<file path="src/rtl/uart_fifo_tx_if.sv">
// FIFO-read and serial-line signals of the UART transmitter.
// master: the transmitter (drives RD and the line); slave: the FIFO side.
interface uart_fifo_tx_if;
  logic       EMPTY;
  logic [7:0] dataIn;
  logic       RD;
  logic       tx;
  logic       busy;
  logic       tx_done;

  modport master (
    input  EMPTY,
    input  dataIn,
    output RD,
    output tx,
    output busy,
    output tx_done
  );

  modport slave (
    output EMPTY,
    output dataIn,
    input  RD,
    input  tx,
    input  busy,
    input  tx_done
  );
endinterface

</file>
<file path="src/rtl/uart_fifo_tx.sv">
// UART transmitter: drains a byte FIFO and sends each byte as an 8N1/8N2
// frame, LSB first. One RD strobe per byte, data captured the cycle after.
module uart_fifo_tx #(
  parameter int CLKS_PER_BIT = 868,
  parameter int STOP_BITS    = 1
) (
  input  logic           clk,
  input  logic           reset,
  uart_fifo_tx_if.master bus
);

  localparam int               CNT_W     = (CLKS_PER_BIT > 1) ? $clog2(CLKS_PER_BIT) : 1;
  localparam logic [CNT_W-1:0] CNT_LAST  = CNT_W'(CLKS_PER_BIT - 1);
  localparam logic [2:0]       STOP_LAST = 3'(STOP_BITS - 1);

  typedef enum logic [2:0] {IDLE, FETCH, START, DATA, STOP} state_t;

  state_t           state_reg, state_next;
  logic [CNT_W-1:0] cnt_reg, cnt_next;
  logic [2:0]       idx_reg, idx_next;
  logic [7:0]       shift_reg, shift_next;
  logic             tx_reg, tx_next;
  logic             done_reg, done_next;
  logic             bit_end;
  logic [7:0]       shift_dn;

  // Terminal count of the baud counter closes the current bit period.
  assign bit_end = (cnt_reg == CNT_LAST);

  // Shift register moved one place toward the LSB, zero filled at the top.
  for (genvar gi = 0; gi < 8; gi++) begin : g_shift
    if (gi == 7) begin : g_msb
      assign shift_dn[gi] = 1'b0;
    end else begin : g_bit
      assign shift_dn[gi] = shift_reg[gi+1];
    end
  end

  // State and datapath registers; reset aborts any frame in progress.
  always_ff @(posedge clk or negedge reset) begin
    if (!reset) begin
      state_reg <= IDLE;
      cnt_reg   <= '0;
      idx_reg   <= '0;
      shift_reg <= '0;
      tx_reg    <= 1'b1;
      done_reg  <= 1'b0;
    end else begin
      state_reg <= state_next;
      cnt_reg   <= cnt_next;
      idx_reg   <= idx_next;
      shift_reg <= shift_next;
      tx_reg    <= tx_next;
      done_reg  <= done_next;
    end
  end

  // Next-state decode: FETCH is a single cycle, bit periods end on bit_end.
  always_comb begin
    state_next = state_reg;
    case (state_reg)
      IDLE:    if (!bus.EMPTY) state_next = FETCH;
      FETCH:   state_next = START;
      START:   if (bit_end) state_next = DATA;
      DATA:    if (bit_end && (idx_reg == 3'd7)) state_next = STOP;
      STOP:    if (bit_end && (idx_reg == STOP_LAST)) state_next = IDLE;
      default: state_next = IDLE;
    endcase
  end

  // Counters, shift register and registered outputs for the coming cycle.
  always_comb begin
    cnt_next   = cnt_reg;
    idx_next   = idx_reg;
    shift_next = shift_reg;
    case (state_reg)
      IDLE: begin
        cnt_next = '0;
        idx_next = '0;
      end
      FETCH: begin
        shift_next = bus.dataIn;
        cnt_next   = '0;
        idx_next   = '0;
      end
      START: begin
        cnt_next = bit_end ? '0 : cnt_reg + CNT_W'(1);
      end
      DATA: begin
        if (bit_end) begin
          cnt_next   = '0;
          shift_next = shift_dn;
          // wraps 7 -> 0, so STOP starts counting stop bits from zero
          idx_next   = idx_reg + 3'd1;
        end else begin
          cnt_next = cnt_reg + CNT_W'(1);
        end
      end
      STOP: begin
        if (bit_end) begin
          cnt_next = '0;
          idx_next = idx_reg + 3'd1;
        end else begin
          cnt_next = cnt_reg + CNT_W'(1);
        end
      end
      default: begin
        cnt_next = '0;
        idx_next = '0;
      end
    endcase

    // Line level is derived from the state being entered so tx is a plain flop.
    case (state_next)
      START:   tx_next = 1'b0;
      DATA:    tx_next = shift_next[0];
      default: tx_next = 1'b1;
    endcase

    done_next = (state_reg == STOP) && (state_next == IDLE);
  end

  // RD is gated by reset so the FIFO is never read while reset is held.
  assign bus.RD      = reset && (state_reg == IDLE) && !bus.EMPTY;
  assign bus.busy    = (state_reg != IDLE);
  assign bus.tx      = tx_reg;
  assign bus.tx_done = done_reg;

endmodule

</file>
<file path="src/flat_wrapper.sv">
// flat-port wrapper written by rule: the top's interface ports become plain ports
module uart_fifo_tx_flat 
#(
  parameter int CLKS_PER_BIT = 868,
  parameter int STOP_BITS    = 1
)
  (clk, reset, bus_EMPTY, bus_dataIn, bus_RD, bus_tx, bus_busy, bus_tx_done);
  uart_fifo_tx_if bus_i ();
  input  logic clk;
  input  logic reset;
  input wire logic [$bits(bus_i.EMPTY)-1:0] bus_EMPTY;
  input wire logic [$bits(bus_i.dataIn)-1:0] bus_dataIn;
  output wire logic [$bits(bus_i.RD)-1:0] bus_RD;
  output wire logic [$bits(bus_i.tx)-1:0] bus_tx;
  output wire logic [$bits(bus_i.busy)-1:0] bus_busy;
  output wire logic [$bits(bus_i.tx_done)-1:0] bus_tx_done;
  assign bus_i.EMPTY = bus_EMPTY;
  assign bus_i.dataIn = bus_dataIn;
  assign bus_RD = bus_i.RD;
  assign bus_tx = bus_i.tx;
  assign bus_busy = bus_i.busy;
  assign bus_tx_done = bus_i.tx_done;
  uart_fifo_tx #(.CLKS_PER_BIT(CLKS_PER_BIT), .STOP_BITS(STOP_BITS)) u_core (.clk(clk), .reset(reset), .bus(bus_i));
endmodule
</file>
<file path="config.mk">
export PLATFORM = sky130hd
export DESIGN_NAME = uart_fifo_tx_flat
export DESIGN_NICKNAME = d
export VERILOG_FILES = /design/src/rtl/uart_fifo_tx_if.sv /design/src/rtl/uart_fifo_tx.sv /design/src/flat_wrapper.sv
export SDC_FILE = /design/constraint.sdc
export NUM_CORES = 1
export LEC_CHECK = 0
export BUFFER_PORTS_ARGS = -buffer_cell sky130_fd_sc_hd__buf_2
export CORE_MARGIN = 2
export CORE_UTILIZATION = 55
export DETAILED_ROUTE_END_ITERATION = 10
export GPL_TIMING_DRIVEN = 0
export HOLD_SLACK_MARGIN = 0.06
export PLACE_DENSITY = 0.75
export SYNTH_ARGS = -nofsm -noshare
export SYNTH_HDL_FRONTEND = slang
export SYNTH_SLANG_ARGS = --single-unit
</file>
<file path="constraint.sdc">
create_clock -name clk -period 3.2 [get_ports clk]
set_clock_uncertainty 0.1 [all_clocks]
set_input_delay 0.64 -clock clk [delete_from_list [all_inputs] [get_ports clk]]
set_output_delay 0.64 -clock clk [all_outputs]
set_load 0.01 [all_outputs]
</file>
==> results.sh, run 1 <==
export IMPL_gp_congestion=0.8227
export IMPL_dr_pass1_iters=4
export IMPL_synth_edff_count=0
export IMPL_placedCellCount=184
export IMPL_syn_avg_cell_area_sq_um=10.24
export IMPL_p_per_area_nw_per_um2=578.2
export IMPL_syn_nets=155
export IMPL_regArea_sq_um=651.9
export IMPL_clockRootBuffer="clkbuf_4"
export IMPL_final_cells=188
export IMPL_cts_tree="built"
export IMPL_ys_flop_type="dfrtp_1"
export IMPL_die_h_microns=55.06
export IMPL_drc=0
export IMPL_portBuffers=14
export IMPL_syn_area_sq_um=1434
export IMPL_post_cts_resized=0
export IMPL_critPathLaunch="u_core.state_reg[0]"
export IMPL_status="finished, final reports clean"
export IMPL_ys_ff_latch=26
export IMPL_drive_gt1_share_pct=18.99
export IMPL_routedWlPerCell_microns=14.00
export IMPL_setup_slack_ps=614.1
export IMPL_post_cts_setup_buffer_count=0
export IMPL_hpwl_mm=1.920
export IMPL_vias_per_cell=5.840
export IMPL_crit_path_max_fanout=10
export IMPL_antenna_found_initial=0
export IMPL_switchingPower_mw=0.2801
export IMPL_maxSlewViolCount=0
export IMPL_p_int_mw=0.6416
export IMPL_fin_total_pwr_mw=0.9217
export IMPL_start_kind="register"
export IMPL_holdWs_ps=178.8
export IMPL_async_reset_ff_share_pct=100.0
export IMPL_finalSetupViolCount=0
export IMPL_overflow=0
export IMPL_rrSetupSlack_ps=1150
export IMPL_drt_antenna_violating_nets=0
export IMPL_cp_required_ps=2460
export IMPL_nFillCells=216
export IMPL_num_antenna_cells=0
export IMPL_grt_max_degree=28
export IMPL_multi_input_area_sq_um=729.5
export IMPL_cts_sinks=26
export IMPL_yosysTopAreaCellShare_pct=43.63
export IMPL_synth_largest_area_cell="dfrtp_1"
export IMPL_sw_frac_of_total_pct=30.39
export IMPL_fin_area_sq_um=1594
export IMPL_path_class="register to output pin"
export IMPL_area_growth_pct=11.17
export IMPL_coreArea_sq_um=2477
export IMPL_die_w_microns=55.06
export IMPL_wirelength_mm=2.632
export IMPL_pwr_share_seq_pct=50.2
export IMPL_ys_seq_area_share_pct=45.46
export IMPL_grt_pass1_wl_mm=4.574
export IMPL_pre_cts_slack_ps=885.2
export IMPL_io_pins=15
export IMPL_cts_htree_levels=1
export IMPL_synth_area_leaders="dfrtp_1 (44%), nor2_1 (4.2%), a22o_1 (3.7%)"
export IMPL_fmax_mhz=386.7
export IMPL_hold_path_class="input port to asynchronous set/reset pin"
export IMPL_setup_tns_ps=0
export IMPL_final_hold_viol_count=0
export IMPL_end_kind="output pin"
export IMPL_combPwrFrac_pct=24.8
export IMPL_num_rows=18
export IMPL_vias=1098
export IMPL_cts_buffers=3
export IMPL_holdBufCountCts=0
export IMPL_max_cap_viol_count=0
export IMPL_period_share_pct=80.81
export IMPL_reg2reg_from="u_core.cnt_reg[0]"
export IMPL_largest_reg_flops=10
export IMPL_power_leakage_nw=0.7319
export IMPL_first_iter_violations=15
export IMPL_clk_pin_slew_worst_paths_ps=150
export IMPL_crit_arrival_ps=1850
export IMPL_synth_distinct_cells=46
export IMPL_clockBufferDepth=2
export IMPL_ys_warn_count=0
export IMPL_placed_cell_area_sq_um=1541
export IMPL_period_minus_slack_ps=2586
export IMPL_synth_cells=140
export IMPL_start_util_pct=57.88
export IMPL_dieArea_sq_um=3032
export IMPL_relSlewSlack_pct=61.19
export IMPL_rsz0062_at_grt="no"
export IMPL_max_vdd_ir_drop_mv=0.3689
export IMPL_clock_latency_ps=330
export IMPL_grt_pass1_vias=1042
export IMPL_nNetsFinal=174
export IMPL_grt_usage_pct=21.35
export IMPL_crit_path_max_incr_delay_ps=460
export IMPL_fin_util_pct=64.34
export IMPL_power_frac_clock_pct=24.9
export IMPL_crit_chain="clkbuf_1 -> or3_1 -> nor3b_1 -> buf_2"
export IMPL_tightest_slew_ps=582.2
export IMPL_crit_slowest_cell="dfrtp_1"
[logic make-up (layout without fill, tap and decap cells)]
family,after synthesis,after routing,share of synthesized area [%]
multiplexers,1,1,0.7853
adder cells (fa/ha/maj),4,4,3.491
AO/OA/AOI/OAI,30,30,16.67
XOR/XNOR,8,8,4.887
AND/OR/NAND/NOR,59,59,25.04
buffers and inverters,12,30,3.665
flip-flops,26,26,45.46
[path summary, 6_finish.rpt]
path | end | cells past startpoint
min reg2reg | u_core.cnt_reg[0] | 1
max | bus_RD | 4
min in group clk | u_core.cnt_reg[0] | 1
max reg2reg | u_core.shift_reg[6] | 5
max in group asynchronous | u_core.cnt_reg[1] | 1
min | u_core.state_reg[2] | 1
[placed cells by master, fill, tap and decap left out, types with 4 or more instances in the layout]
master / Yosys / layout
nor2_1: 16 / 16
xor2_1: 6 / 6
ha_1: 4 / 4
clkbuf_1: 5 / 5
buf_2: 0 / 14
a21o_1: 6 / 6
nand3_1: 6 / 6
nand2_1: 6 / 6
a31oi_1: 4 / 4
inv_1: 6 / 6
dfrtp_1: 25 / 25
a22o_1: 6 / 6
nor2b_1: 5 / 5
[power by group through the flow]
stage / Combinational (mW) / Clock (mW) / Sequential [mW]
floorplan: 0.182 / 0 / 0.459
detailed placement: 0.231 / 0 / 0.471
CTS: 0.233 / 0.232 / 0.464
finish: 0.229 / 0.230 / 0.463
global placement: 0.222 / 0 / 0.468
global route: 0.263 / 0.249 / 0.475
[routing by layer]
layer | vias up | wire length [microns] | GRT usage (%)
li1 | 541 | - | -
met1 | 526 | 1205 | 27.84
met2 | 24 | 1269 | 35.71
met3 | 7 | 98 | 2.688
met4 | 0 | 58 | 8.943
met5 | - | 0 | 0
[Yosys cell counts (2+ instances only)]
library cell	count
a2111oi_2	2
a21o_1	6
a21oi_1	3
a22o_1	6
a31oi_1	4
and3_1	2
clkbuf_1	5
dfrtp_1	25
ha_1	4
inv_1	6
nand2_1	6
nand2b_1	3
nand3_1	6
nand4_1	2
nor2_1	16
nor2b_1	5
nor3b_1	3
o221ai_1	2
xnor2_1	2
xor2_1	6
[area by class of cell]
type                            count  share of cell area [%]
Clock inverter                      1                   1.884
Multi-Input combinational cell    102                   45.76
Buffer                              6                   1.884
Timing Repair Buffer               14                   4.396
Clock buffer                        3                   1.413
Sequential cell                    26                   40.89
Tap cell                           30                   2.355
Inverter                            6                   1.413
[critical path: cells and delay by family, from the launching register on]
family                 cells  cell delay (ps)
flip-flops                 1              460
buffers and inverters      2              410
AND/OR/NAND/NOR            2              650
No activity file was read; power rests on OpenSTA's default activity.
==> inputs of run 2 (changes only) <==
CORE_UTILIZATION = 52   (was 55)
clock period = 2.3 ns   (was 3.2 ns; I/O delays follow)
==> run 2 against run 1 <==
Against the previous run:
- flip-flop and latch count stayed put
- design area is 0.55% higher
- largest cell class unchanged
- first-iteration DRC count is 130% higher
- routed wire length is 6.7% higher
- critical path depth is 1 lower
==> results.sh, run 2 (synthesis results as in run 1) <==
export IMPL_crit_slowest_cell="dfrtp_1"
export IMPL_dieArea_sq_um=3193
export IMPL_final_hold_viol_count=0
export IMPL_rsz0062_at_grt="no"
export IMPL_die_h_microns=56.51
export IMPL_portBuffers=14
export IMPL_period_share_pct=94.81
export IMPL_final_cells=189
export IMPL_relSlewSlack_pct=54.58
export IMPL_dr_pass1_iters=4
export IMPL_gp_congestion=0.8735
export IMPL_hpwl_mm=2.062
export IMPL_clk_pin_slew_worst_paths_ps=140
export IMPL_critical_path_depth=3
export IMPL_coreArea_sq_um=2686
export IMPL_sw_frac_of_total_pct=32.35
export IMPL_placedCellCount=185
export IMPL_final_cell_mix="dfrtp_1 (24), nor2_1 (16), buf_2 (14)"
export IMPL_start_kind="register"
export IMPL_grt_pass1_wl_mm=4.988
export IMPL_status="finished, final reports clean"
export IMPL_reg2reg_from="u_core.cnt_reg[0]"
export IMPL_pwr_share_seq_pct=55.2
export IMPL_layout_commonest_cell="dfrtp_1"
export IMPL_max_vdd_ir_drop_mv=0.5223
export IMPL_setup_slack_ps=119.5
export IMPL_reg2reg_to="u_core.shift_reg[6]"
export IMPL_overflow=0
export IMPL_cts_buffers=3
export IMPL_cp_required_ps=1740
export IMPL_max_cap_viol_count=0
export IMPL_fmax_mhz=458.6
export IMPL_vias_per_cell=5.873
export IMPL_io_pins=15
export IMPL_path_buf_inv=1
export IMPL_drt_antenna_violating_nets=0
export IMPL_routedWlPerCell_microns=14.86
export IMPL_crit_path_max_incr_delay_ps=540
export IMPL_cts_tree="built"
export IMPL_power_leakage_nw=0.7351
export IMPL_drc=0
export IMPL_grt_usage_pct=19.69
export IMPL_tightest_slew_ps=679.9
export IMPL_area_growth_pct=11.78
export IMPL_nNetsFinal=174
export IMPL_cts_htree_levels=1
export IMPL_drive_gt1_share_pct=20.25
export IMPL_rrSetupSlack_ps=220
export IMPL_finalSetupViolCount=0
export IMPL_cts_sinks=26
export IMPL_crit_chain="or3_1 -> nor3b_1 -> buf_2"
export IMPL_grt_pass1_vias=1172
export IMPL_num_antenna_cells=0
export IMPL_path_class="register to output pin"
export IMPL_switchingPower_mw=0.3905
export IMPL_period_minus_slack_ps=2181
export IMPL_p_int_mw=0.8166
export IMPL_critPathLaunch="u_core.state_reg[1]"
export IMPL_clockRootBuffer="clkbuf_4"
export IMPL_wirelength_mm=2.808
export IMPL_reg2reg_depth=5
export IMPL_start_util_pct=53.38
export IMPL_combPwrFrac_pct=25.4
export IMPL_first_iter_violations=35
export IMPL_die_w_microns=56.51
export IMPL_end_kind="output pin"
export IMPL_setup_tns_ps=0
export IMPL_crit_arrival_ps=1620
export IMPL_grt_max_degree=26
export IMPL_vias=1110
export IMPL_fin_total_pwr_mw=1.207
export IMPL_critPathTopFamily="simple AND/OR/NAND/NOR gates"
export IMPL_power_frac_clock_pct=19.4
export IMPL_hold_path_class="input port to register"
export IMPL_worstSetupEndpoint="bus_RD"
export IMPL_num_rows=19
export IMPL_crit_path_max_fanout=15
export IMPL_pre_cts_slack_ps=246.4
export IMPL_p_per_area_nw_per_um2=753.1
export IMPL_clock_latency_ps=320
export IMPL_clockBufferDepth=2
export IMPL_holdWs_ps=259.7
export IMPL_largest_reg_flops=10
export IMPL_maxSlewViolCount=0
export IMPL_antenna_found_initial=0
run 2: worst min-delay path, cell delays in order:
cell     delay (ps)
buf_2            70
nand2_1          40
o21ai_1          70
run 2: stage by stage:
stage          instance area (sq um)  utilization (%)
2_1_floorplan                   1434                -
3_3_place_gp                    1543            57.43
3_5_place_dp                    1543            57.43
4_1_cts                         1602            59.62
5_1_grt                         1603            59.66
6_report                        1603            59.66
run 2: power by group through the flow:
stage	combinational, mW	sequential (mW)	clock, mW
after floorplan	0.253	0.639	0
after global routing	0.349	0.685	0.258
final	0.306	0.666	0.235
after detailed placement	0.324	0.660	0
after CTS	0.312	0.665	0.234
after global placement	0.306	0.653	0
run 2: cell type report:
class	count	area (sq um)
Inverter	6	22.52
Tap cell	31	38.79
Fill cell	260	1084
Sequential cell	26	653.1
Multi-Input combinational cell	102	729.5
Clock buffer	4	36.28
Timing Repair Buffer	16	100.1
Buffer	4	22.52
run 2: worst min path at each step:
| stage | from | end | slack [ps] | cells past startpoint |
|---|---|---|---|---|
| detailed placement | u_core.shift_reg[1] | u_core.shift_reg[1] | 370 | 1 |
| CTS | bus_dataIn[7] | u_core.shift_reg[7] | 260 | 3 |
| global route | bus_dataIn[7] | u_core.shift_reg[7] | 270 | 3 |
| floorplan | reset | u_core.bus.tx_done | 60 | 0 |
| global placement | u_core.shift_reg[3] | u_core.shift_reg[3] | 360 | 1 |
| finish | bus_dataIn[7] | u_core.shift_reg[7] | 260 | 3 |
run 2: layer usage:
layer / share of wire, % / track usage, %
met5: 0 / 0
met1: 47 / 25.48
met3: 2.5 / 2.995
met4: 0.61 / 8.844
met2: 49 / 32.39
run 2: repair_timing:
item	4_1_cts	5_1_grt
setup endpoints to repair	1	1
hold buffers	2	0
endpoints found under the hold margin	25	0
resized for setup	0	1
buffers inserted	0	0
==> inputs of run 3 (changes only) <==
BUFFER_PORTS_ARGS = -buffer_cell sky130_fd_sc_hd__buf_4   (was -buffer_cell sky130_fd_sc_hd__buf_2)
==> run 3 against run 2 <==
Against the previous run:
- design area grew 2.2%
- critical path depth is the same
- largest cell class unchanged
- core utilization grew 1.3 points
- worst hold slack lost 18 ps
- power grew 7.3%
- sequential share of layout area shrank 0.87 points
- clock power grew 35%
- die area is the same
- combinational power grew 1%
==> results.sh, run 3 (synthesis results as in run 1) <==
export IMPL_final_cell_mix="dfrtp_1 (24), nor2_1 (16), buf_4 (13)"
export IMPL_grt_pass1_vias=1078
export IMPL_largest_reg_flops=10
export IMPL_coreArea_sq_um=2686
export IMPL_clockBufferDepth=2
export IMPL_drive_gt1_share_pct=19.75
export IMPL_finalSetupViolCount=0
export IMPL_maxSlewViolCount=0
export IMPL_hold_path_class="input port to register"
export IMPL_setup_tns_ps=0
export IMPL_die_h_microns=56.51
export IMPL_gp_congestion=0.8635
export IMPL_max_vdd_ir_drop_mv=0.6573
export IMPL_p_per_area_nw_per_um2=790.7
export IMPL_pre_cts_slack_ps=274.5
export IMPL_setup_slack_ps=77.89
export IMPL_final_hold_viol_count=0
export IMPL_crit_arrival_ps=1660
export IMPL_status="finished, final reports clean"
export IMPL_period_minus_slack_ps=2222
export IMPL_placedCellCount=185
export IMPL_nNetsFinal=173
export IMPL_vias=1091
export IMPL_wirelength_mm=2.742
export IMPL_die_w_microns=56.51
export IMPL_power_leakage_nw=0.7450
export IMPL_fmax_mhz=450.0
export IMPL_num_antenna_cells=0
export IMPL_reg2reg_to="u_core.shift_reg[5]"
export IMPL_routedWlPerCell_microns=14.59
export IMPL_cts_buffers=3
export IMPL_drt_antenna_violating_nets=0
export IMPL_drc=0
export IMPL_antenna_found_initial=0
export IMPL_clockRootBuffer="clkbuf_4"
export IMPL_grt_max_degree=28
export IMPL_cp_required_ps=1740
export IMPL_final_cells=188
export IMPL_cts_tree="built"
export IMPL_nFillCells=232
export IMPL_max_cap_viol_count=0
export IMPL_min_to="u_core.shift_reg[7]"
export IMPL_rrSetupSlack_ps=290
export IMPL_fin_area_sq_um=1638
export IMPL_area_growth_pct=14.22
export IMPL_dr_pass1_iters=4
export IMPL_vias_per_cell=5.803
export IMPL_period_share_pct=96.61
export IMPL_num_rows=19
export IMPL_grt_usage_pct=18.78
export IMPL_regArea_sq_um=653.1
export IMPL_fin_total_pwr_mw=1.295
export IMPL_dieArea_sq_um=3193
export IMPL_min_path_cells=3
export IMPL_worstHoldStart="bus_dataIn[7]"
export IMPL_hpwl_mm=2.005
export IMPL_tightest_slew_ps=642.5
export IMPL_clk_pin_slew_worst_paths_ps=150
export IMPL_placed_cell_area_sq_um=1578
export IMPL_start_util_pct=53.38
export IMPL_end_kind="output pin"
export IMPL_reg2reg_from="u_core.cnt_reg[0]"
export IMPL_crit_path_max_fanout=15
export IMPL_rsz0062_at_grt="no"
export IMPL_io_pins=15
export IMPL_relSlewSlack_pct=57.07
export IMPL_layout_commonest_cell="dfrtp_1"
export IMPL_reg2reg_depth=5
export IMPL_path_class="register to output pin"
export IMPL_clock_latency_ps=340
export IMPL_cts_sinks=26
export IMPL_multi_input_area_sq_um=729.5
export IMPL_cts_htree_levels=1
export IMPL_portBuffers=14
export IMPL_overflow=0
export IMPL_start_kind="register"
export IMPL_first_iter_violations=30
export IMPL_grt_pass1_wl_mm=4.781
-- run 3: cell count changes in the layout (fill, tap and decap cells not counted) --
cell / change
buf_4: +13
clkbuf_8: -1
buf_2: -14
bufinv_16: +1
buf_12: -1
buf_6: +1
-- run 3: how the worst max path moves through the flow --
stage | startpoint | to
global placement | u_core.cnt_reg[0] | u_core.shift_reg[4]
CTS | u_core.state_reg[0] | bus_RD
finish | u_core.state_reg[1] | bus_RD
global route | u_core.state_reg[1] | bus_RD
floorplan | u_core.state_reg[0] | bus_RD
detailed placement | u_core.state_reg[0] | bus_RD
-- run 3: stage by stage --
stage          utilization [%]  hold WS, ps
2_1_floorplan                -        64.41
4_1_cts                  60.78        238.9
6_report                 60.97        241.9
5_1_grt                  60.97        263.3
3_3_place_gp             58.73        287.1
3_5_place_dp             58.73        292.5
-- run 3: layout make-up --
class,count,area share [%]
multi-input combinational,102,44.54
sequential,26,39.88
timing repair buffer,15,7.257
tap,31,2.368
clock inverter,1,1.833
clock buffer,3,1.375
buffer,4,1.375
inverter,6,1.375
-- run 3: where the power goes --
| group | total, mW | switching, mW | internal [mW] |
|---|---|---|---|
| Sequential | 0.667 | 0.105 | 0.562 |
| Clock | 0.318 | 0.141 | 0.177 |
| Combinational | 0.310 | 0.147 | 0.163 |
| Total | 1.29 | 0.393 | 0.902 |
-- run 3: critical path: stages (launching register included) --
cell     delay, ps
dfrtp_1        550
or3_1          420
nor3b_1        200
buf_4          150
-- run 3: timing repair --
action | in CTS | in global routing
setup endpoints to repair | 1 | 1
hold buffers | 1 | 0
resized for setup | 0 | 2
endpoints found under the hold margin | 25 | 0
buffers inserted | 0 | 0
-- run 3: layer usage --
layer  global-route usage, %  vias to the layer above  wire, microns
met4                   9.184                        0             51
met5                       0                        -              0
li1                        -                      542              -
met2                   28.90                       18           1327
met1                   25.86                      526           1286
met3                   2.765                        5             77
